--- config.mk ---
export PLATFORM = sky130hd
export DESIGN_NAME = sha3_padder_seq
export DESIGN_NICKNAME = d
export VERILOG_FILES = /design/src/rtl/sha3_pkg.sv /design/src/rtl/sha3_pad_word.sv /design/src/rtl/sha3_padder_seq.sv
export SDC_FILE = /design/constraint.sdc
export NUM_CORES = 1
export LEC_CHECK = 0
export CAP_MARGIN = 20
export CORE_AREA = 3 3 254 256
export DETAILED_ROUTE_END_ITERATION = 16
export DIE_AREA = 0 0 257 259
export PLACE_DENSITY = 0.63
export SLEW_MARGIN = 20
export SYNTH_ARGS = -nofsm -noshare
export SYNTH_HDL_FRONTEND = slang
export SYNTH_SLANG_ARGS = --single-unit
--- constraint.sdc ---
create_clock -name clk -period 46.1 [get_ports clk]
set_input_delay 4.61 -clock clk [delete_from_list [all_inputs] [get_ports clk]]
set_output_delay 4.61 -clock clk [all_outputs]
set_load 0.01 [all_outputs]
--- src/rtl/sha3_pkg.sv ---
// sha3_pkg: shared word width, padding bytes and sequencer state encoding for the SHA3 absorb path
package sha3_pkg;
    localparam int WORD_W = 64;
    localparam logic [7:0] PAD_DELIM = 8'h06;
    localparam logic [7:0] PAD_FINAL = 8'h80;
    typedef enum logic [1:0] {ACCEPT, PAD, FULL} state_t;
endpackage

--- src/rtl/sha3_pad_word.sv ---
// sha3_pad_word: keeps the first byte_num bytes of a word, inserts the delimiter, and sets the final bit
module sha3_pad_word
    import sha3_pkg::*;
(
    input  logic [WORD_W-1:0] in,
    input  logic [3:0]        byte_num,
    input  logic              last_word,
    output logic [WORD_W-1:0] out
);
    // byte_num of 8 or more keeps every byte and inserts no delimiter
    for (genvar i = 0; i < 8; i++) begin : g_byte
        assign out[WORD_W-1-8*i -: 8] =
            ((4'(i) < byte_num) ? in[WORD_W-1-8*i -: 8] : (4'(i) == byte_num) ? PAD_DELIM : 8'h00) |
            ((i == 7 && last_word) ? PAD_FINAL : 8'h00);
    end
endmodule

--- src/rtl/sha3_padder_seq.sv ---
// sha3_padder_seq: gathers host words into a rate block, pads the message end, and hands blocks to f_permutation
module sha3_padder_seq
    import sha3_pkg::*;
#(
    parameter int RATE = 576
) (
    input  logic            clk,
    input  logic            reset,
    input  logic [63:0]     in,
    input  logic            in_ready,
    input  logic            is_last,
    input  logic [3:0]      byte_num,
    output logic            buffer_full,
    output logic [RATE-1:0] out,
    output logic            out_ready,
    input  logic            f_ack
);
    localparam int WORDS = RATE / WORD_W;
    localparam int CW = $clog2(WORDS + 1);
    state_t state, state_next;
    logic [CW-1:0] cnt;
    logic msg_end, delim_done, take, done, short_last, pw_final;
    logic [3:0] pw_bn;
    logic [WORD_W-1:0] pw_in, pw_out;
    sha3_pad_word u_pad (
        .in(pw_in),
        .byte_num(pw_bn),
        .last_word(pw_final),
        .out(pw_out)
    );
    always_ff @(posedge clk or posedge reset) begin
        if (reset) state <= ACCEPT;
        else state <= state_next;
    end
    always_comb begin
        state_next = state;
        unique case (state)
            ACCEPT:  if (take) state_next = done ? FULL : is_last ? PAD : ACCEPT;
            PAD:     if (done) state_next = FULL;
            FULL:    if (f_ack) state_next = (msg_end & ~delim_done) ? PAD : ACCEPT;
            default: state_next = ACCEPT;
        endcase
    end
    // every stored word goes through the padder; full data words use byte_num 8 with no final bit
    always_comb begin
        take = (state == ACCEPT) ? in_ready & ~buffer_full : (state == PAD);
        done = take & (cnt == CW'(WORDS - 1));
        short_last = is_last & (byte_num < 4'd8);
        pw_in = (state == ACCEPT) ? in : '0;
        pw_bn = (state == ACCEPT) ? (short_last ? byte_num : 4'd8) : (delim_done ? 4'd8 : 4'd0);
        pw_final = (cnt == CW'(WORDS - 1)) & ((state == PAD) | short_last);
    end
    always_ff @(posedge clk or posedge reset) begin
        if (reset) begin
            cnt <= '0;
            out <= '0;
            out_ready <= 1'b0;
            buffer_full <= 1'b0;
            msg_end <= 1'b0;
            delim_done <= 1'b0;
        end else begin
            if (state == FULL && f_ack) cnt <= '0;
            else if (take) cnt <= cnt + 1'b1;
            if (take) out <= {out[RATE-WORD_W-1:0], pw_out};
            out_ready <= state_next == FULL;
            buffer_full <= state_next != ACCEPT;
            if (state == ACCEPT && take && is_last) begin
                msg_end <= 1'b1;
                delim_done <= short_last;
            end else if (state == PAD) begin
                delim_done <= 1'b1;
            end else if (state == FULL && f_ack && delim_done) begin
                msg_end <= 1'b0;
                delim_done <= 1'b0;
            end
        end
    end
endmodule

# After elaboration in Yosys (flattened, before gate mapping)
# Index checks and enable logic that the tools add are counted.
[totals] register_bits=586 input_bits=73 output_inout_bits=578
[op_classes] add_sub_neg=1 magnitude_cmp=9 n_eq_ne=12 n_mux=36 bitwise=9 reduce_logical=11
[ops] cell="two-way mux 8 bit" n=9
[ops] cell="two-way mux 64 bit" n=1
[ops] cell="two-way mux 3 bit" n=8
[ops] cell="two-way mux 4 bit" n=5
[ops] cell="equality test 3 x 4 -> 1 bit (first input constant)" n=4
[ops] cell="less-than comparator 3 x 4 -> 1 bit (first input constant)" n=4
[ops] cell="equality test 2 x 4 -> 1 bit (first input constant)" n=2
[ops] cell="less-than comparator 1 x 4 -> 1 bit (first input constant)" n=2
[ops] cell="less-than comparator 2 x 4 -> 1 bit (first input constant)" n=2
[ops] cell="two-way mux 1 bit" n=8
[ops] cell="two-way mux 2 bit" n=4
[ops] cell="bitwise OR 8 bit" n=1
[ops] cell="case mux 2 bit (3 select lines)" n=1
[ops] cell="nonzero test 2 bit" n=3
[ops] cell="bitwise AND 1 bit" n=5
[ops] cell="adder 4 x 1 -> 4 bit (second input constant)" n=1
[ops] cell="equality test 1 x 4 -> 1 bit (first input constant)" n=1
[ops] cell="equality test 2 bit (second input constant)" n=2
[ops] cell="equality test 4 bit (second input constant)" n=1
[ops] cell="logical AND 1 bit" n=4
[ops] cell="zero test 4 bit" n=1
[ops] cell="less-than comparator 4 bit (second input constant)" n=1
[ops] cell="nonzero test 3 bit" n=1
[ops] cell="equality test 2 x 1 -> 1 bit (second input constant)" n=1
[ops] cell="5 further kinds" n=6

# Depth between registers and ports, before layout
# Gate-level depths: netlist of the first run.
[logic_depth] depth_word=8 ltp_mapped=8

# Hierarchy
# Synthesis of the first run repeated with hierarchy kept, for this count alone.
[hier_totals] cells_unflattened=1447 hier_area_um2=24622.4
[modules_own_cells] module="sha3_padder_seq" instances=1 cells_per_inst=1350 area_per_inst_um2=23965.5 seq_area_each_um2=14664.1
[modules_own_cells] module="sha3_pad_word" instances=1 cells_per_inst=97 area_per_inst_um2=656.9 seq_area_each_um2=0.0

# Least setup slack after synthesis of the first run
# OpenSTA, ideal clock, no wires.
[synth_timing] path_kind="input to register" from="in byte_num[2]" to="reg out[56]" setup_ps=121 t_arrival_ps=5594 setup_slack_ps=40385 stages=5 cell_sequence="buf_2 nor4b_4 nor2b_1 nor2_1 a22o_1"
[synth_between] elab_chain_len=6
[synth_lines] element="from (decl)" line_no="sha3_padder_seq.sv:12" text="input logic [3:0] byte_num,"
[synth_lines] element="less-than comparator 4 bit" line_no="sha3_padder_seq.sv:48" text="short_last = is_last & (byte_num < 4'd8);"
[synth_lines] element="bitwise AND 1 bit" line_no="sha3_padder_seq.sv:48"
[synth_lines] element="two-way mux 4 bit * (2 in series)" line_no="sha3_padder_seq.sv:50" text="pw_bn = (state == ACCEPT) ? (short_last ? byte_num : 4'd8) : (delim_done ? 4'd8 : 4'd0);"
[synth_lines] element="less-than comparator 1 x 4 -> 1 bit *" line_no="sha3_pad_word.sv:13" text="((4'(i) < byte_num) ? in[WORD_W-1-8*i -: 8] : (4'(i) == byte_num) ? PAD_DELIM : 8'h00) |"
[synth_lines] element="two-way mux 8 bit *" line_no="sha3_pad_word.sv:13"
[synth_lines] element="to (signal assigned)" line_no="sha3_padder_seq.sv:64" text="if (take) out <= {out[RATE-WORD_W-1:0], pw_out};"
[synth_lines] element="to (decl)" line_no="sha3_padder_seq.sv:14" text="output logic [RATE-1:0] out,"
# Mark *: on every way between the ends. The rest lies on a longest branch, timed or not.
# A chain may end at the register's enable or synchronous reset.

# Final worst setup path of the first run
[layout_timing] from="in in_ready" to="reg out[408]"
[layout_between] elab_chain_len=2
[layout_lines] element="from (decl)" line_no="sha3_padder_seq.sv:10" text="input logic in_ready,"
[layout_lines] element="bitwise AND 1 bit" line_no="sha3_padder_seq.sv:46" text="take = (state == ACCEPT) ? in_ready & ~buffer_full : (state == PAD);"
[layout_lines] element="two-way mux 1 bit" line_no="sha3_padder_seq.sv:46"
# No other way between the ends.

==> results.yml, run 1 <==
timing:
  tightest_slew_ns: 1.26
  setup_viol: 0
  fin_crit_ns: 8.20
  setup-tns-final_ns: 0
  drv_slew: 0
  fin_skew_ns: 0.0284
  fmax_mhz: 122
  period_share_pct: 17.8
  finalHoldViolCount: 0
  rsz0062_at_grt: "false"
  maxSlewHeadroom_pct: 16.1
logic_synthesis:
  netlist_area_mm2: 0.0221
  synth_top_area_share_pct: 66.2
  synth-xor-area-share_pct: 0.0395
  yosysTopAreaCell: "dfrtp_1"
  synth_simple_gate_area_share_pct: 27.5
  synth_compound_area_share_pct: 3.08
  synth_edf_count: 0
  synthMuxAreaShare_pct: 0.181
  synth_fa_ha_area_share_pct: 0.113
  yosys-top-cells-area: "dfrtp_1, nand2_1, buf_2"
  ys_ff_latch: 586
  syn_avg_cell_area_um2: 9.17
  yosysSeqAreaShare_pct: 66.2
  synth_top_family_by_area: "simple AND/OR/NAND/NOR gates"
  synthArstFlopShare_pct: 100
  synth_flop_cell: "dfrtp_1"
  ys_types: 38
  ys_warn_count: 0
  synth_nets: 2491
  syn_inst: 2416
critical_path:
  worstPathMaxFanout: 105
  worstSetupStartpointType: "input pin"
  crit_start: "in_ready"
  crit_type: "input pin to flop"
  r2r_start: "state[0]"
  cp.required_ns: 46.60
  worstPathArrival_ns: 8.70
  rr_worst_depth: 7
  crit_path_end_kind: "flop"
floorplanning:
  ios: 651
  die_y_um: 259
  die_area_mm2: 0.0666
  die_x_um: 257
  row_count: 92
  initial_utilization_pct: 35.3
  core_area_mm2: 0.0627
routing:
  final_antenna_net_count: 0
  wl_per_cell_um: 19.0
  drt_iter0_drc: 1610
  drc_errors: 0
  routed_wl_um: 74500
  avgViaCountPerCell: 4.69
  drt_first_pass_iters: 7
  vias: 18400
power_and_ir_drop:
  pwr-share-comb_pct: 40.1
  fin_total_pwr_mw: 2.32
  p_int_mw: 1.40
  p_sw_share_pct: 39.6
  p_leak_nw: 16.1
  seqPwrFrac_pct: 37.7
  power_density_mw_per_mm2: 73.7
  vdd_ir_drop_max_mv: 0.0725
  pwr-share-clk_pct: 22.2
  switching_power_uw: 918
grt:
  grtUsageTotal_pct: 21.6
  antenna_found_initial: 1
  grt_max_degree: 248
  grt_pass1_wl_um: 112000
  grt-ovfl-total: 0
  grt_pass1_vias: 17800
worst_hold_path:
  min_from: "out[543]"
  hold_depth: 2
  hold_class: "flop to flop"
cts:
  clk_pin_slew_ns: 0.06
  cts_tree: "yes"
  cts.repair.resized: 0
  post-cts-setup-buffers: 0
  insertion_delay_ns: 0.59
  htreeDepth: 3
  cts-root-buf: "clkbuf_16"
  cts_buffers: 66
  ctsLongestPathBuffers: 3
  holdBufCountCts: 0
  cts_num_sinks: 586
outcome:
  status: "finished, final reports clean"
placed_design:
  numPortBuffers: 650
  hpwl_um: 53000
  gp_congestion: 0.874
flow_run:
  drv_cap: 0
final_layout:
  area_growth_pct: 42.0
  drive_gt1_share_pct: 4.04
  nNetsFinal: 3098
## worst max-delay path, stage by stage
cell	delay, ns
clkdlybuf4s50_1	0.48
nand2b_1	0.12
a21oi_4	0.51
buf_4	0.74
buf_4	0.91
buf_4	0.91
nand2_1	0.13
nand2_1	0.10
## path summary, 6_finish.rpt
kind	end	slack, ns
worst max-delay path	out[408]	37.90
worst min-delay path	out[543]	0.47
worst max register to register	out[408]	41.71
worst min register to register	out[543]	0.47
max in group asynchronous	out[292]	38.63
min in group asynchronous	out[11]	4.61
## power groups by stage
stage,clock (mW),sequential (mW),combinational (mW)
final,0.514,0.874,0.929
after global routing,0.545,0.900,1.01
after CTS,0.526,0.874,0.939
after detailed placement,0,0.881,0.935
after global placement,0,0.876,0.922
after floorplan,0,0.907,0.367
## cells in the final DEF (no fill, tap or decap), types with 2 or more instances in the layout
cell type        count
a21oi_1             15
a22o_1              47
a31oi_1              3
buf_12               5
buf_4                7
buf_6                2
bufinv_16            3
clkbuf_1            17
clkbuf_16           67
clkbuf_8            13
clkdlybuf4s50_1    650
clkinv_2            11
dfrtp_1            586
ha_1                 2
inv_1                6
inv_2                2
inv_6                4
mux2i_1              4
nand2_1           1565
nand2b_1             2
nand3_1              4
nand4_1              2
nor2_1               9
nor2b_1              3
nor3_1               2
nor4b_4              2
o21ai_0             13
o21ai_1              4
o32ai_1              3
## metal layers
metal  vias to the layer above  wire, um  GRT usage [%]  part of all wire [%]
met3                       134      4440           4.40                   6.0
met2                       652     35500           34.8                    48
li1                       8675         -              -                     -
met1                      8906     32000           29.1                    43
met4                         0      2620           7.97                   3.5
met5                         -         0              0                     0
## cells by family after synthesis
logic type / count (synthesis)
buffers and inverters: 135
adder cells (fa/ha/maj): 2
XOR/XNOR: 1
multiplexers: 4
AND/OR/NAND/NOR: 1596
AO/OA/AOI/OAI: 92
flip-flops: 586
## layout make-up
| class | count | area, um^2 |
|---|---|---|
| Antenna cell | 1 | 2.50 |
| Clock buffer | 97 | 1920 |
| Clock inverter | 19 | 188 |
| Fill cell | 5733 | 31300 |
| Inverter | 9 | 41.3 |
| Multi-Input combinational cell | 1695 | 6860 |
| Sequential cell | 586 | 14700 |
| Tap cell | 846 | 1060 |
| Timing Repair Buffer | 665 | 6710 |
## through the flow
stage / setup WS, ns / hold slack (ns) / util [%] / std cells / cell area [um^2]
floorplan: 25.09 / 0.445 / - / 2416 / 22100
global placement: 37.48 / 0.461 / 46.7 / 3799 / 29300
detailed placement: 37.36 / 0.463 / 46.7 / 3799 / 29300
CTS: 37.96 / 0.476 / 50.0 / 3915 / 31400
global route: 37.61 / 0.487 / 50.1 / 3918 / 31400
finish: 37.90 / 0.471 / 50.1 / 3918 / 31400
## cells in the mapped netlist, types with 2 or more instances
library cell	number
a21oi_1	15
a22o_1	47
a31oi_1	3
buf_1	5
buf_2	93
buf_4	3
clkbuf_1	25
dfrtp_1	586
ha_1	2
inv_1	7
inv_2	2
mux2i_1	4
nand2_1	1565
nand2b_1	2
nand3_1	4
nand4_1	2
nor2_1	9
nor2b_1	3
nor3_1	2
nor4b_4	2
o21ai_0	13
o21ai_1	4
o32ai_1	3
## registers in the layout, summed over array words and instances (netlist names)
| register | flops |
|---|---|
| out | 576 |
| buffer_full | 1 |
| out_ready | 1 |
| state | 2 |
| msg_end | 1 |
| delim_done | 1 |
| cnt | 4 |
Power figures use the tool's default switching activity.
==> run 2: changes to the inputs <==
- CORE_AREA: 3 3 254 256 -> 3 3 253 255
- DIE_AREA: 0 0 257 259 -> 0 0 256 258
- PLACE_DENSITY: 0.63 -> 0.65
- clock period: 46.1 -> 7.1 ns (I/O delays scaled with it)
==> results.yml, run 2 (synthesized netlist as in run 1, its figures left out) <==
outcome:
  status: "finished, final reports clean"
routing:
  vias: 18100
  drc_errors: 0
  drt_first_pass_iters: 5
  wl_per_cell_um: 18.9
  routed_wl_um: 73900
  drt_iter0_drc: 1721
  final_antenna_net_count: 0
  avgViaCountPerCell: 4.64
floorplanning:
  die_x_um: 256
  die_area_mm2: 0.0660
  core_area_mm2: 0.0618
  ios: 651
  die_y_um: 258
  row_count: 91
  initial_utilization_pct: 35.8
final_layout:
  max_flop_register: "out"
  fill_cells: 5660
  layout_commonest_cell: "nand2_1"
  antennaDiodeCount: 0
  design_area_mm2: 0.0315
  area_growth_pct: 42.3
  regArea_mm2: 0.0147
  reg_top3: "out x576, cnt x4, state x2"
  largest_register_ffs: 576
  drive_gt1_share_pct: 4.33
  mostFrequentLayoutCells: "nand2_1, clkdlybuf4s50_1, dfrtp_1"
  multi_input_area_mm2: 0.00686
  nNetsFinal: 3100
  stdcell_count: 3912
cts:
  cts_buffers: 66
  clk_pin_slew_ns: 0.06
  cts-root-buf: "clkbuf_16"
  insertion_delay_ns: 0.58
  cts.repair.resized: 0
  cts_num_sinks: 586
  ctsLongestPathBuffers: 3
  htreeDepth: 3
  holdBufCountCts: 0
  cts_tree: "yes"
  post-cts-setup-buffers: 0
placed_design:
  gp_congestion: 0.881
  place_worst_setup_slack_ns: 3.71
  numPortBuffers: 650
  placedCellCount: 3793
  placed_cell_area_mm2: 0.0293
  hpwl_um: 53100
grt:
  grt_pass1_vias: 17500
  grtUsageTotal_pct: 21.8
  grt-ovfl-total: 0
  grt_pass1_wl_um: 112000
  grt_max_degree: 220
  antenna_found_initial: 1
timing:
  fin_skew_ns: 0.0201
  finalHoldViolCount: 0
  hold_ws_ns: 0.471
  maxSlewHeadroom_pct: 28.1
  period_share_pct: 39.7
  rsz0062_at_grt: "false"
  fmax_mhz: 355
  fin_crit_ns: 2.82
  tightest_slew_ns: 1.08
  drv_slew: 0
  setup_viol: 0
  worst_slack_ns: 4.28
critical_path:
  r2r-end: "out[556]"
  worstSetupStartpointType: "input pin"
  rr_worst_depth: 5
  r2r_slack_ns: 4.29
  worstPathMaxFanout: 205
  worstPathArrival_ns: 3.32
  crit_path_end_kind: "flop"
  crit_type: "input pin to flop"
  r2r_start: "state[0]"
  cp.required_ns: 7.61
flow_run:
  drv_cap: 0
power_and_ir_drop:
  fin_total_pwr_mw: 15.1
  vdd_ir_drop_max_mv: 0.391
  p_leak_nw: 16.1
  power_density_mw_per_mm2: 478
worst_hold_path:
  hold_class: "flop to flop"
  holdPathEnd: "out[537]"
  min_from: "out[537]"
  hold_depth: 2
-- run 2: cell count changes in the layout (fill, tap and decap cells not counted), sizes merged --
| cell | change |
|---|---|
| diode | -1 |
| inv | -1 |
| bufinv | -1 |
| clkinv | +3 |
| clkbuf | +1 |
| buf | +2 |
-- run 2: layout make-up --
cell class | count | share of cell area (%)
repair buffers | 667 | 21.3
clock buffers | 98 | 6.26
inverters | 9 | 0.119
well taps | 837 | 3.32
flip-flops and latches | 586 | 46.5
multi-input cells | 1695 | 21.8
clock inverters | 20 | 0.655
-- run 2: power by group --
part / total (mW) / internal, mW / leakage [nW] / switching [mW]
Clock: 3.38 / 2.01 / 1.08 / 1.37
Sequential: 5.65 / 4.53 / 7.95 / 1.12
Combinational: 6.05 / 2.58 / 7.11 / 3.47
-- run 2: metal layers --
metal	global-route usage (%)	up-vias	wire, um	part of all wire [%]
met5	0	-	12	0.016
met4	8.63	2	2550	3.5
met3	3.87	126	4200	5.7
met2	35.4	642	35900	49
met1	29.3	8710	31300	42
li1	-	8665	-	-
-- run 2: how the worst max path moves through the flow --
stage               slack (ns)  cells past startpoint          end  startpoint
finish                    4.28                      7     out[563]    in_ready
global placement          3.80                      5      out[45]    in_ready
global route              4.12                      5     out[374]    state[0]
floorplan                -1.60                      1  buffer_full       reset
CTS                       4.33                      5      out[45]    in_ready
detailed placement        3.71                      5      out[46]    in_ready
-- run 2: metrics by stage --
stage | setup TNS [ns] | utilization (%)
after global placement | 0 | 47.4
after global routing | 0 | 51.0
after CTS | 0 | 50.9
after detailed placement | 0 | 47.4
after floorplan | -936.08 | -
final | 0 | 51.0
-- run 2: critical path, stage by stage --
cell,delay (ns)
clkdlybuf4s50_1,0.42
nor2b_1,0.20
o21ai_4,0.44
buf_4,0.46
buf_12,0.56
nand2_1,0.15
nand2_1,0.10
==> run 3: changes to the inputs <==
- CORE_AREA: 3 3 253 255 -> 3 3 254 256
- DIE_AREA: 0 0 256 258 -> 0 0 257 259
- PLACE_DENSITY: 0.65 -> 0.63
- clock period: 7.1 -> 2.7 ns (I/O delays scaled with it)
==> results.yml, run 3 (synthesized netlist as in run 1, its figures left out) <==
critical_path:
  worstPathMaxFanout: 3
  crit_type: "flop to primary output"
  crit_buf_inv: 1
  cp.required_ns: 2.43
  worstPathArrival_ns: 1.76
  crit_family: "buffers and inverters"
  worstSetupStartpointType: "flop"
  r2r_slack_ns: 0.69
  path_cells: "clkdlybuf4s50_1"
  crit_path_end_kind: "primary output"
  critical_path.slowest_cell: "clkdlybuf4s50_1"
  max_stage_delay_ns: 0.66
routing:
  drc_errors: 0
  drt_iter0_drc: 1647
  drt_first_pass_iters: 6
  final_antenna_net_count: 0
  avgViaCountPerCell: 4.64
  wl_per_cell_um: 19.1
  routed_wl_um: 75400
  vias: 18400
timing:
  rsz0062_at_grt: "false"
  maxSlewHeadroom_pct: 61.0
  fmax_mhz: 493
  tightest_slew_ns: 0.584
  period_share_pct: 75.1
  drv_slew: 0
  worst_slack_ns: 0.673
  hold_ws_ns: 0.119
  setup_viol: 0
  fin_skew_ns: 0.0204
  finalHoldViolCount: 0
  fin_crit_ns: 2.03
floorplanning:
  row_count: 92
  die_area_mm2: 0.0666
  ios: 651
  die_x_um: 257
  die_y_um: 259
  core_area_mm2: 0.0627
  initial_utilization_pct: 35.3
grt:
  grtUsageTotal_pct: 22.1
  grt_pass1_wl_um: 114000
  grt_pass1_vias: 18000
  grt-ovfl-total: 0
  grt_max_degree: 111
  antenna_found_initial: 3
cts:
  cts.repair.resized: 0
  insertion_delay_ns: 0.58
  cts-root-buf: "clkbuf_16"
  cts_buffers: 66
  clk_pin_slew_ns: 0.06
  cts_tree: "yes"
  holdBufCountCts: 0
  post-cts-setup-buffers: 0
  htreeDepth: 3
  cts_num_sinks: 586
  ctsLongestPathBuffers: 3
placed_design:
  placedCellCount: 3837
  place_worst_setup_slack_ns: 0.434
  hpwl_um: 55700
  gp_congestion: 0.927
  numPortBuffers: 650
power_and_ir_drop:
  fin_total_pwr_mw: 40.2
  vdd_ir_drop_max_mv: 0.600
  power_density_mw_per_mm2: 1260
  p_leak_nw: 16.3
final_layout:
  stdcell_count: 3953
  regArea_mm2: 0.0147
  area_growth_pct: 43.8
  reg_top3: "out x576, cnt x4, state x2"
  max_flop_register: "out"
  nNetsFinal: 3134
  layout_commonest_cell: "nand2_1"
  mostFrequentLayoutCells: "nand2_1, clkdlybuf4s50_1, dfrtp_1"
  fill_cells: 5720
  largest_register_ffs: 576
  drive_gt1_share_pct: 4.99
  multi_input_area_mm2: 0.00686
  fin_util_pct: 50.8
worst_hold_path:
  hold_class: "input pin to async pin"
outcome:
  status: "finished, final reports clean"
flow_run:
  drv_cap: 0
run 3: cell types whose count changed in the layout (fill, tap and decap cells not counted), moves of 2 or more:
cell | before | now
clkinv_2 | 10 | 8
buf_12 | 6 | 21
diode_2 | 0 | 2
clkbuf_1 | 13 | 20
clkbuf_8 | 18 | 11
buf_4 | 10 | 30
run 3: worst paths after layout:
kind	start	end	cells past startpoint
worst max-delay path	out[218]	out[218]	1
worst min-delay path	reset	out[60]	3
worst max register to register	state[0]	out[413]	6
worst min register to register	out[570]	out[570]	2
max in group asynchronous	reset	out[282]	4
min in group clk	in[17]	out[17]	3
run 3: cell type report:
| cell class | instances | area share, % |
|---|---|---|
| Tap cell | 846 | 3.32 |
| Sequential cell | 586 | 46.0 |
| Timing Repair Buffer | 701 | 22.5 |
| Antenna cell | 2 | 0.0157 |
| Inverter | 9 | 0.118 |
| Clock buffer | 99 | 6.05 |
| Multi-Input combinational cell | 1695 | 21.5 |
| Clock inverter | 15 | 0.471 |
run 3: worst reg2reg max path, cell delays in order (launching register included):
cell and delay (ns):
dfrtp_1 0.67, inv_2 0.15, a21oi_4 0.26, buf_12 0.28, buf_12 0.33, nand2_1 0.19
nand2_1 0.07
run 3: report_power, final:
part / leakage (nW) / switching [mW] / internal (mW)
sequential: 7.95 / 3.00 / 11.9
combinational: 7.33 / 9.30 / 7.36
clock: 1.02 / 3.51 / 5.13
total: 16.3 / 15.8 / 24.4
run 3: through the flow:
step / cell area, um^2 / setup TNS, ns
2_1_floorplan: 22200 / -3256.64
6_report: 31900 / 0
5_1_grt: 31900 / 0
3_5_place_dp: 29800 / 0
3_3_place_gp: 29800 / 0
4_1_cts: 31800 / 0
run 3: per-layer routing:
| metal | wire length, um | GRT usage (%) |
|---|---|---|
| met1 | 32300 | 30.0 |
| met3 | 4550 | 4.39 |
| met4 | 3380 | 10.2 |
| met2 | 35200 | 34.3 |
| met5 | 0 | 0 |
